[config.mk]
export PLATFORM = sky130hd
export DESIGN_NAME = board_ctl
export DESIGN_NICKNAME = d
export VERILOG_FILES = /design/src/rtl/board_ctl.sv
export SDC_FILE = /design/constraint.sdc
export NUM_CORES = 1
export LEC_CHECK = 0
export BUFFER_PORTS_ARGS = -buffer_cell sky130_fd_sc_hd__buf_2
export CAP_MARGIN = 20
export CORE_UTILIZATION = 31
export CTS_CLUSTER_DIAMETER = 40
export DETAILED_ROUTE_END_ITERATION = 12
export PLACE_DENSITY_LB_ADDON = 0.25
export SLEW_MARGIN = 20
export SYNTH_ARGS = -nofsm -noshare
export SYNTH_HDL_FRONTEND = slang
export SYNTH_SLANG_ARGS = --single-unit
[constraint.sdc]
create_clock -name pclk -period 4.25 [get_ports pclk]
set_clock_uncertainty 0.15 [all_clocks]
set_input_delay 0.2125 -clock pclk [delete_from_list [all_inputs] [get_ports pclk]]
set_output_delay 0.2125 -clock pclk [all_outputs]
set_load 0.03 [all_outputs]
[src/rtl/board_ctl.sv]
// Tic-tac-toe board controller: turns mouse clicks on a 3x3 grid into moves,
// alternates turns and reports a win or draw.
module board_ctl (
  input  logic        pclk,
  input  logic        rst,
  input  logic [11:0] mouse_xpos,
  input  logic [11:0] mouse_ypos,
  input  logic        mouse_left,
  input  logic        start_en,
  input  logic        choice_en,
  input  logic        first_color,
  output logic [8:0]  square,
  output logic [8:0]  square_color,
  output logic        turn,
  output logic        game_over,
  output logic        winner_valid,
  output logic        winner_color,
  output logic [2:0]  state
);
  localparam logic [2:0] IDLE   = 3'd0;
  localparam logic [2:0] PLAY   = 3'd1;
  localparam logic [2:0] DECODE = 3'd2;
  localparam logic [2:0] CHECK  = 3'd3;
  localparam logic [2:0] OVER   = 3'd4;

  logic       mouse_left_d;
  logic       click_q;
  logic [8:0] cell_q;
  logic [8:0] sel;
  logic [1:0] col_idx;
  logic [1:0] row_idx;
  logic       col_ok;
  logic       row_ok;
  logic [3:0] cell_idx;
  logic [8:0] mover_sq;
  logic       go_idle;

  function automatic logic has_line(input logic [8:0] b);
    return (b[0] & b[1] & b[2]) | (b[3] & b[4] & b[5]) | (b[6] & b[7] & b[8]) |
           (b[0] & b[3] & b[6]) | (b[1] & b[4] & b[7]) | (b[2] & b[5] & b[8]) |
           (b[0] & b[4] & b[8]) | (b[2] & b[4] & b[6]);
  endfunction

  // Positions on a grid line or off-screen leave col_ok/row_ok low, so they map to no square.
  always_comb begin
    col_idx = 2'd0;
    col_ok  = 1'b1;
    if (mouse_xpos <= 12'd339)                             col_idx = 2'd0;
    else if (mouse_xpos >= 12'd343 && mouse_xpos <= 12'd681)  col_idx = 2'd1;
    else if (mouse_xpos >= 12'd685 && mouse_xpos <= 12'd1023) col_idx = 2'd2;
    else                                                   col_ok  = 1'b0;

    row_idx = 2'd0;
    row_ok  = 1'b1;
    if (mouse_ypos <= 12'd251)                             row_idx = 2'd0;
    else if (mouse_ypos >= 12'd258 && mouse_ypos <= 12'd509)  row_idx = 2'd1;
    else if (mouse_ypos >= 12'd516 && mouse_ypos <= 12'd767)  row_idx = 2'd2;
    else                                                   row_ok  = 1'b0;

    cell_idx = {2'b00, row_idx} * 4'd3 + {2'b00, col_idx};
  end

  // Only the colour that just moved can have completed a line.
  assign mover_sq = turn ? (square & square_color) : (square & ~square_color);
  assign go_idle  = !start_en || choice_en;

  always_ff @(posedge pclk) begin
    if (rst) begin
      mouse_left_d <= 1'b0;
      click_q      <= 1'b0;
      cell_q       <= 9'd0;
      sel          <= 9'd0;
      state        <= IDLE;
      square       <= 9'd0;
      square_color <= 9'd0;
      turn         <= 1'b0;
      game_over    <= 1'b0;
      winner_valid <= 1'b0;
      winner_color <= 1'b0;
    end else begin
      mouse_left_d <= mouse_left;
      click_q      <= mouse_left & ~mouse_left_d;
      cell_q       <= (col_ok && row_ok) ? (9'd1 << cell_idx) : 9'd0;

      if (go_idle || state == IDLE) begin
        square       <= 9'd0;
        square_color <= 9'd0;
        turn         <= first_color;
        game_over    <= 1'b0;
        winner_valid <= 1'b0;
        winner_color <= 1'b0;
        state        <= go_idle ? IDLE : PLAY;
      end else begin
        case (state)
          PLAY: begin
            if (click_q) begin
              sel   <= cell_q;
              state <= DECODE;
            end
          end
          DECODE: begin
            if (sel != 9'd0 && (square & sel) == 9'd0) begin
              square       <= square | sel;
              square_color <= turn ? (square_color | sel) : square_color;
              state        <= CHECK;
            end else begin
              state <= PLAY;
            end
          end
          CHECK: begin
            if (has_line(mover_sq)) begin
              game_over    <= 1'b1;
              winner_valid <= 1'b1;
              winner_color <= turn;
              state        <= OVER;
            end else if (square == 9'h1FF) begin
              game_over <= 1'b1;
              state     <= OVER;
            end else begin
              turn  <= ~turn;
              state <= PLAY;
            end
          end
          OVER:    state <= OVER;
          default: state <= IDLE;
        endcase
      end
    end
  end
endmodule

==> out/summary.txt, run 1 <==
post-route ant nets - 0
Die Ht - 85.8 µm
fin nets - 333
most used cell, CP - fa_1
initial antenna violation count - 0
CP bufs+invs - 2
CP Cell Sequence - buf_2, or4_1, nor3_1, o21ai_0, and4_1, fa_1, ha_1, inv_1, fa_1, nor2b_1, and4b_1
arrival time worst endpoint - 3.12 ns
Crit path max-delay family - simple AND/OR/NAND/NOR gates
Cell Area, Synth - 2180 µm²
Ports - 55
VDD IR max - 0.134 mV
Top FF cell, synth - dfxtp_1
DRT Pass-1 Iters - 4
slowest CP cell - fa_1
Clock Tree Root - clkbuf_8
PostCTS Resize Cnt - 0
GP Congestion - 0.790
area leader, netlist - dfxtp_1
hpwl dp - 3890 µm
endpoints failing setup - 0
post-synth net total - 280
Site Rows - 30
Worst-Skew Late Latency - 0.29 ns
Pint - 0.000597 W
ANT cells - 0
CTS Buf Count - 5
wire per inst - 13.2 µm
first-pass GRT wire length - 8910 µm
Yosys warnings - 0
DRT iter0 DRCs - 137
max_cap viols - 0
Leakage - 1.12 nW
Post-Route WL - 5220 µm
initial core utilization - 32.1%
Async S/R FF share, synth - 0%
slew margin rel. - 32.5%
Final Hold Vio Count - 0
Clock Path Buffers - 2
CTS tree - done
PortBufs - 53
HP Class - in2reg
fin crit period - 3.04 ns
post-synth top area share - 41.4%
max-slew violation count - 0
Clock H-tree levels - 2
Yosys cell types - 49
EDFF count, synth - 0
Worst-Margin Slew - 1.00 ns
CTS hold repair buffers - 0
Worst setup EP type - flip-flop
Post-Syn Area per Cell - 8.86 µm²
Clock Power Share - 37.0%
Die ar. - 7370 µm²
GR Layer Usage met1 - 18.6%
Peak Freq - 329 MHz
setup TNS - 0 ns
die span in x - 85.8 µm
area growth from synthesis to layout - 20.4%
sequential area share after synthesis - 41.4%
Synth area leaders - dfxtp_1 (41%), nor2_1 (6.7%), a21oi_1 (5.7%), mux2i_1 (4.6%), and4b_1 (3.7%)
core footprint - 6790 µm²
sequential power share - 55.7%
RSZ-0062 raised after global routing - no
run status - finished clean
Critical Path RT - 4.33 ns
Top Usage Layer GRT - met2
vias per cell - 5.16
Switching Fraction - 22.4%
Num Clock Sinks - 45
Congestion Overflow GR - 0
final worst-path cycle share - 71.4%
layout cells sized above 1 - 23.3%
NetSw - 0.000172 W
Post-CTS Setup Bufs - 0
Max FO, Critical Path - 4
clock slew at reported path FFs - 0.08 ns
startpoint types - input pin
DRC - 0
Synth Register Bits - 45
gr usage total - 15.0%
largest net degree at the start of global routing - 26
vias in the first global route - 1880
Comb power frac - 7.3%
Hold Slack - 0.0198 ns
placed instance area - 2520 µm²
M3 GR Usage - 2.50%
critical path's largest stage delay - 0.54 ns
Post-Syn Instances - 246
vias - 2042
PwrDens - 293 nW/µm²
critical path class - in2reg
post-route cell area - 2620 µm²
met2 Track Usage GR - 26.2%
[power groups by stage]
stage / sequential [W] / clock, W / combinational [W]
5_1_grt: 0.000429 / 0.000305 / 0.0000633
3_3_place_gp: 0.000438 / 0 / 0.0000543
4_1_cts: 0.000428 / 0.000292 / 0.0000565
3_5_place_dp: 0.000438 / 0 / 0.0000563
2_1_floorplan: 0.000437 / 0 / 0.0000340
6_report: 0.000428 / 0.000284 / 0.0000561
[layer usage]
metal	vias up	share of wire (%)
met2	39	49
met1	968	47
met3	4	2.9
li1	1031	-
met4	0	1.2
met5	-	0
[metrics by stage]
step | cells | util, % | total power, W | setup slack [ns]
final | 396 | 38.6 | 0.000768 | 1.21
after global routing | 396 | 38.6 | 0.000797 | 1.07
after CTS | 396 | 38.6 | 0.000777 | 1.20
after detailed placement | 388 | 37.1 | 0.000494 | 0.888
after global placement | 388 | 37.1 | 0.000492 | 0.919
after floorplan | 246 | - | 0.000471 | 1.17
[cell families after synthesis]
kind of cell,count (synthesis),synth area share [%]
AO/OA/AOI/OAI,56,16.2
adder cells (fa/ha/maj),4,2.99
buffers and inverters,14,3.10
flip-flops,45,41.4
multiplexers,10,4.60
AND/OR/NAND/NOR,117,31.8
[Yosys cell counts (3+ instances only)]
| cell | count |
|---|---|
| dfxtp_1 | 45 |
| nor2_1 | 39 |
| a21oi_1 | 25 |
| mux2i_1 | 10 |
| nand4_1 | 9 |
| nor3_1 | 9 |
| and4b_1 | 8 |
| nor2b_1 | 8 |
| inv_1 | 7 |
| nand2_1 | 7 |
| o21ai_0 | 7 |
| or4_1 | 7 |
| clkbuf_1 | 5 |
| nand3_1 | 5 |
| a31oi_1 | 4 |
| a211oi_1 | 3 |
| and2_1 | 3 |
[worst register-to-register path: stages (launching register included)]
cell and delay, ns:
dfxtp_1 0.81, or4_1 0.24, a21oi_2 0.07, nor4_4 0.30, nand4_2 0.20, or4_4 0.55, a311oi_2 0.23
[worst paths after layout]
path / from / end / slack, ns / cells past startpoint
min: mouse_left / mouse_left_d / 0.02 / 2
min reg2reg: mouse_left_d / click_q / 0.24 / 1
max reg2reg: turn / turn / 1.61 / 6
max: mouse_ypos[4] / cell_q[4] / 1.21 / 11
[final cells by class]
class	instances	area, µm²
Fill cell	717	4170
Multi-Input combinational cell	187	1210
Sequential cell	45	901
Timing Repair Buffer	53	265
Tap cell	96	120
Clock buffer	7	96.3
Inverter	7	26.3
Clock inverter	1	5.00
[registers in the layout, indices dropped and copies added, names as in the netlist]
name / count
game_over: 1
cell_q: 9
state: 3
square: 9
square_color: 9
turn: 1
click_q: 1
winner_valid: 1
mouse_left_d: 1
winner_color: 1
sel: 9
[cells in the final DEF (no fill, tap or decap), types with 2 or more instances in the layout]
cell type,instances
a22o_1,2
a211oi_1,3
nor4b_1,2
and4b_1,8
inv_1,7
ha_1,2
mux2i_1,10
nor4_1,2
nor3b_1,2
nand2_1,7
or4_1,7
buf_2,53
nand4_1,9
nor3_1,9
clkbuf_8,7
nor2_1,39
a21o_1,2
and2_1,3
or4_2,2
o21ai_0,7
dfxtp_1,45
or3_1,2
a31oi_1,4
nand3_1,5
nand2b_1,2
and4_1,2
a21oi_1,25
fa_1,2
nand3b_1,2
nor2b_1,8
Power figures use the tool's default switching activity.
==> run 2: changes to the inputs <==
==> constraint.sdc (replaced) <==
create_clock -name pclk -period 2.5 [get_ports pclk]
set_clock_uncertainty 0.15 [all_clocks]
set_input_delay 0.125 -clock pclk [delete_from_list [all_inputs] [get_ports pclk]]
set_output_delay 0.125 -clock pclk [all_outputs]
set_load 0.03 [all_outputs]
==> out/summary.txt, run 2 (synthesis results as in run 1) <==
Site Rows - 30 (unchanged)
Cell Count, Final, Fillers Out - 420 (was 396)
gr usage total - 15.7% (was 15.0%)
vias in the first global route - 2017 (was 1880)
vias per cell - 5.10 (was 5.16)
Clock H-tree levels - 2 (unchanged)
violated checks - setup timing
Worst-Skew Late Latency - 0.29 ns (about the same)
largest net degree at the start of global routing - 22 (was 26)
Ports - 55 (unchanged)
total power - 0.00127 W (was 0.000768 W)
clock slew at reported path FFs - 0.07 ns (was 0.08 ns)
run status - finished with violations (was finished clean)
Die Ht - 85.8 µm (unchanged)
Num Clock Sinks - 45 (unchanged)
GP Congestion - 0.746 (was 0.790)
first-pass GRT wire length - 9290 µm (was 8910 µm)
Clock Tree Root - clkbuf_8 (unchanged)
core footprint - 6790 µm² (unchanged)
layout cells sized above 1 - 29.9% (was 23.3%)
max-slew violation count - 0 (unchanged)
endpoints failing setup - 9 (was 0)
arrival time worst endpoint - 2.78 ns (was 3.12 ns)
area growth from synthesis to layout - 29.8% (was 20.4%)
post-route ant nets - 0 (unchanged)
Final WS setup - -0.197 ns (was 1.21 ns)
critical path class - in2reg (unchanged)
Peak Freq - 371 MHz
die span in x - 85.8 µm (unchanged)
PwrDens - 448 nW/µm² (was 293 nW/µm²)
PortBufs - 53 (unchanged)
ANT cells - 0 (unchanged)
final worst-path cycle share - 108%
Post-Route WL - 5450 µm (was 5220 µm)
Die ar. - 7370 µm² (unchanged)
Final Hold Vio Count - 0 (unchanged)
Worst setup EP type - flip-flop (unchanged)
Congestion Overflow GR - 0 (unchanged)
setup TNS - -1.46 ns (was 0 ns)
hpwl dp - 4100 µm (was 3890 µm)
Leakage - 1.24 nW (was 1.12 nW)
max_cap viols - 0 (unchanged)
startpoint types - input pin (unchanged)
Worst-Margin Slew - 0.979 ns (was 1.00 ns)
CTS tree - done (unchanged)
most frequent cells in the layout - buf_2 (51), dfxtp_1 (44), nor2_1 (39) (was buf_2 (53), dfxtp_1 (45), nor2_1 (39))
CTS Buf Count - 5 (unchanged)
initial antenna violation count - 0 (unchanged)
vias - 2144 (was 2042)
FILL cells - 687 (was 717)
slew margin rel. - 34.2% (was 32.5%)
RSZ-0062 raised after global routing - yes (was no)
wire per inst - 13.0 µm (was 13.2 µm)
Max FO, Critical Path - 4 (unchanged)
Placed Cells incl. Taps - 407 (was 388)
DRT iter0 DRCs - 97 (was 137)
most common cell after layout, fill and taps aside - buf_2 (unchanged)
Critical Path RT - 2.58 ns (was 4.33 ns)
fin nets - 357 (was 333)
VDD IR max - 0.178 mV (was 0.134 mV)
fin crit period - 2.70 ns
HP Class - in2reg (unchanged)
Clock Path Buffers - 2 (unchanged)
DRT Pass-1 Iters - 4 (unchanged)
DRC - 0 (unchanged)
initial core utilization - 32.1% (unchanged)
-- run 2: metrics by stage --
step,instance area [µm²],util (%),worst slack [ns],hold WS (ns)
after CTS,2810,41.3,-0.189,0.0354
after floorplan,2200,-,-0.397,0.0535
after global routing,2830,41.6,-0.277,0.0370
after global placement,2680,39.5,-0.572,0.222
final,2830,41.6,-0.197,0.0417
after detailed placement,2680,39.5,-0.652,0.227
-- run 2: power breakdown --
group	internal [W]	total [W]	switching, W
Sequential	0.000720	0.000725	0.00000512
Combinational	0.0000647	0.000124	0.0000591
Clock	0.000199	0.000416	0.000218
Total	0.000983	0.00127	0.000282
-- run 2: per-layer routing --
layer / part of all wire [%] / up-vias / global-route usage [%]
li1: - / 1087 / -
met5: 0 / - / 0
met2: 49 / 48 / 27.9
met4: 1.2 / 0 / 5.30
met3: 3.7 / 5 / 3.66
met1: 46 / 1004 / 18.5
-- run 2: final timing paths --
kind,end,start,cells after the start,slack (ns)
setup / recovery,cell_q[0],mouse_ypos[4],11,-0.20
hold / removal,sel[5],rst,2,0.04
setup reg to reg,turn,square_color[8],6,0.21
hold reg to reg,click_q,mouse_left_d,1,0.23
-- run 2: area by class of cell --
class	instances	area, µm²	area share [%]
Sequential cell	45	902	31.9
Clock buffer	8	80.1	2.83
Multi-Input combinational cell	187	1230	43.7
Timing Repair Buffer	77	463	16.4
Tap cell	96	120	4.25
Inverter	7	26.3	0.930
-- run 2: timing repair --
item	in CTS	in global routing
setup endpoints to repair	9	10
hold buffers	2	0
buffers inserted	1	2
gates resized for setup	5	2
pin swaps	6	0
endpoints found under the hold margin	2	0
-- run 2: critical path: stages --
cell and delay [ns]:
buf_6 0.09, or4_4 0.53, nor3_4 0.15, o21ai_1 0.08, and4_1 0.18, fa_1 0.51, ha_2 0.18, inv_2 0.04
fa_2 0.55, and2_4 0.15, and4b_1 0.19
==> run 3: changes to the inputs <==
--- a/config.mk
+++ b/config.mk
@@ -10,6 +10,7 @@
 export CORE_UTILIZATION = 31
 export CTS_CLUSTER_DIAMETER = 40
 export DETAILED_ROUTE_END_ITERATION = 12
+export MAX_ROUTING_LAYER = met4
 export PLACE_DENSITY_LB_ADDON = 0.25
 export SLEW_MARGIN = 20
 export SYNTH_ARGS = -nofsm -noshare
==> out/summary.txt, run 3 (synthesis results as in run 1) <==
run status - finished with violations (unchanged)
violated checks - setup timing (unchanged)
HP Class - in2reg (unchanged)
die span in x - 85.8 µm (unchanged)
CTS Buf Count - 5 (unchanged)
Post-Route WL - 5460 µm (was 5450 µm)
Die Ht - 85.8 µm (unchanged)
first-pass GRT wire length - 9270 µm (was 9290 µm)
Crit path max-delay family - adder cells (unchanged)
Die ar. - 7370 µm² (unchanged)
CP Launch Point - mouse_ypos[4] (unchanged)
Clock Tree Root - clkbuf_8 (unchanged)
reg2reg start - square_color[8] (unchanged)
clock slew at reported path FFs - 0.07 ns (about the same)
Congestion Overflow GR - 0 (unchanged)
largest net degree at the start of global routing - 22 (unchanged)
final worst-path cycle share - 108% (about the same)
Clock H-tree levels - 2 (unchanged)
most frequent cells in the layout - buf_2 (51), dfxtp_1 (44), nor2_1 (39) (unchanged)
Final Hold Vio Count - 0 (unchanged)
hold_sp - rst (unchanged)
Ports - 55 (unchanged)
post-route ant nets - 0 (unchanged)
placed instance area - 2680 µm² (unchanged)
Final WS setup - -0.197 ns (about the same)
VDD IR max - 0.178 mV (about the same)
GP Congestion - 0.755 (was 0.746)
vias in the first global route - 2017 (unchanged)
Max FO, Critical Path - 4 (unchanged)
hpwl dp - 4100 µm (unchanged)
R2R cell count - 6 (unchanged)
PortBufs - 53 (unchanged)
max_cap viols - 0 (unchanged)
area growth from synthesis to layout - 29.8% (unchanged)
Clock Path Buffers - 2 (unchanged)
initial core utilization - 32.1% (unchanged)
layout cells sized above 1 - 29.9% (unchanged)
gr usage total - 16.1% (was 15.7%)
ANT cells - 0 (unchanged)
Hold Slack - 0.0427 ns (was 0.0417 ns)
PwrDens - 447 nW/µm² (was 448 nW/µm²)
wire per inst - 13.0 µm (about the same)
Worst-Margin Slew - 0.979 ns (about the same)
slew margin rel. - 34.1% (was 34.2%)
Critical Path RT - 2.58 ns (about the same)
fin crit period - 2.70 ns (about the same)
post-route cell area - 2830 µm² (unchanged)
Util after Layout - 41.6% (unchanged)
DRT Pass-1 Iters - 4 (unchanged)
initial antenna violation count - 0 (unchanged)
critical path's largest stage delay - 0.55 ns (about the same)
startpoint types - input pin (unchanged)
endpoints failing setup - 9 (unchanged)
Leakage - 1.24 nW (unchanged)
arrival time worst endpoint - 2.78 ns (about the same)
RSZ-0062 raised after global routing - yes (unchanged)
vias per cell - 5.11 (was 5.10)
Worst setup EP type - flip-flop (unchanged)
Cell Count, Final, Fillers Out - 420 (unchanged)
hold depth - 2 (unchanged)
core footprint - 6790 µm² (unchanged)
Site Rows - 30 (unchanged)
Worst-Skew Late Latency - 0.29 ns (about the same)
DRT iter0 DRCs - 72 (was 97)
Placed Cells incl. Taps - 407 (unchanged)
Peak Freq - 371 MHz (about the same)
fin nets - 357 (unchanged)
Num Clock Sinks - 45 (unchanged)
vias - 2146 (was 2144)
DRC - 0 (unchanged)
CP bufs+invs - 2 (unchanged)
most common cell after layout, fill and taps aside - buf_2 (unchanged)
CP Cell Sequence - buf_6, or4_4, nor3_4, o21ai_1, and4_1, fa_1, ha_2, inv_2, fa_2, and2_4, and4b_1 (unchanged)
stages on the worst setup path - 11 (unchanged)
critical path class - in2reg (unchanged)
max-slew violation count - 0 (unchanged)
CTS tree - done (unchanged)
slowest CP cell - fa_2 (unchanged)
run 3: cell counts in the layout (fill, tap and decap cells not counted):
No cell type changed its count.
run 3: timing repair:
action | in CTS | in global routing
pin swaps | 6 | 0
setup buffers | 1 | 2
gates resized for setup | 5 | 2
hold buffers | 2 | 0
hold endpoints to repair | 2 | 0
setup endpoints to repair | 9 | 10
run 3: worst paths after layout:
| kind | endpoint | slack (ns) |
|---|---|---|
| worst max-delay path | cell_q[0] | -0.20 |
| worst min-delay path | sel[5] | 0.04 |
| worst max register to register | turn | 0.22 |
| worst min register to register | click_q | 0.23 |
run 3: where the power goes:
| group | switching, W | internal, W |
|---|---|---|
| logic | 0.0000593 | 0.0000647 |
| registers | 0.00000517 | 0.000720 |
| clock network | 0.000216 | 0.000198 |
run 3: metal layers:
layer / up-vias / global-route usage, % / wire length (µm)
li1: 1087 / - / -
met5: - / - / 0
met1: 1006 / 18.6 / 2560
met3: 5 / 3.27 / 172
met2: 48 / 27.9 / 2670
met4: 0 / 5.30 / 59
run 3: layout make-up:
| type | count | area [µm²] |
|---|---|---|
| clock buffer | 8 | 80.1 |
| fill | 687 | 3970 |
| inverter | 7 | 26.3 |
| multi-input combinational | 187 | 1230 |
| sequential | 45 | 902 |
| tap | 96 | 120 |
| timing repair buffer | 77 | 463 |
run 3: stage by stage:
| stage | setup WS, ns | TNS [ns] | power, W |
|---|---|---|---|
| 4_1_cts | -0.189 | -1.48 | 0.00128 |
| 3_3_place_gp | -0.572 | -4.99 | 0.000856 |
| 6_report | -0.197 | -1.46 | 0.00126 |
| 3_5_place_dp | -0.652 | -5.46 | 0.000858 |
| 2_1_floorplan | -0.397 | -3.30 | 0.000802 |
| 5_1_grt | -0.277 | -2.13 | 0.00133 |
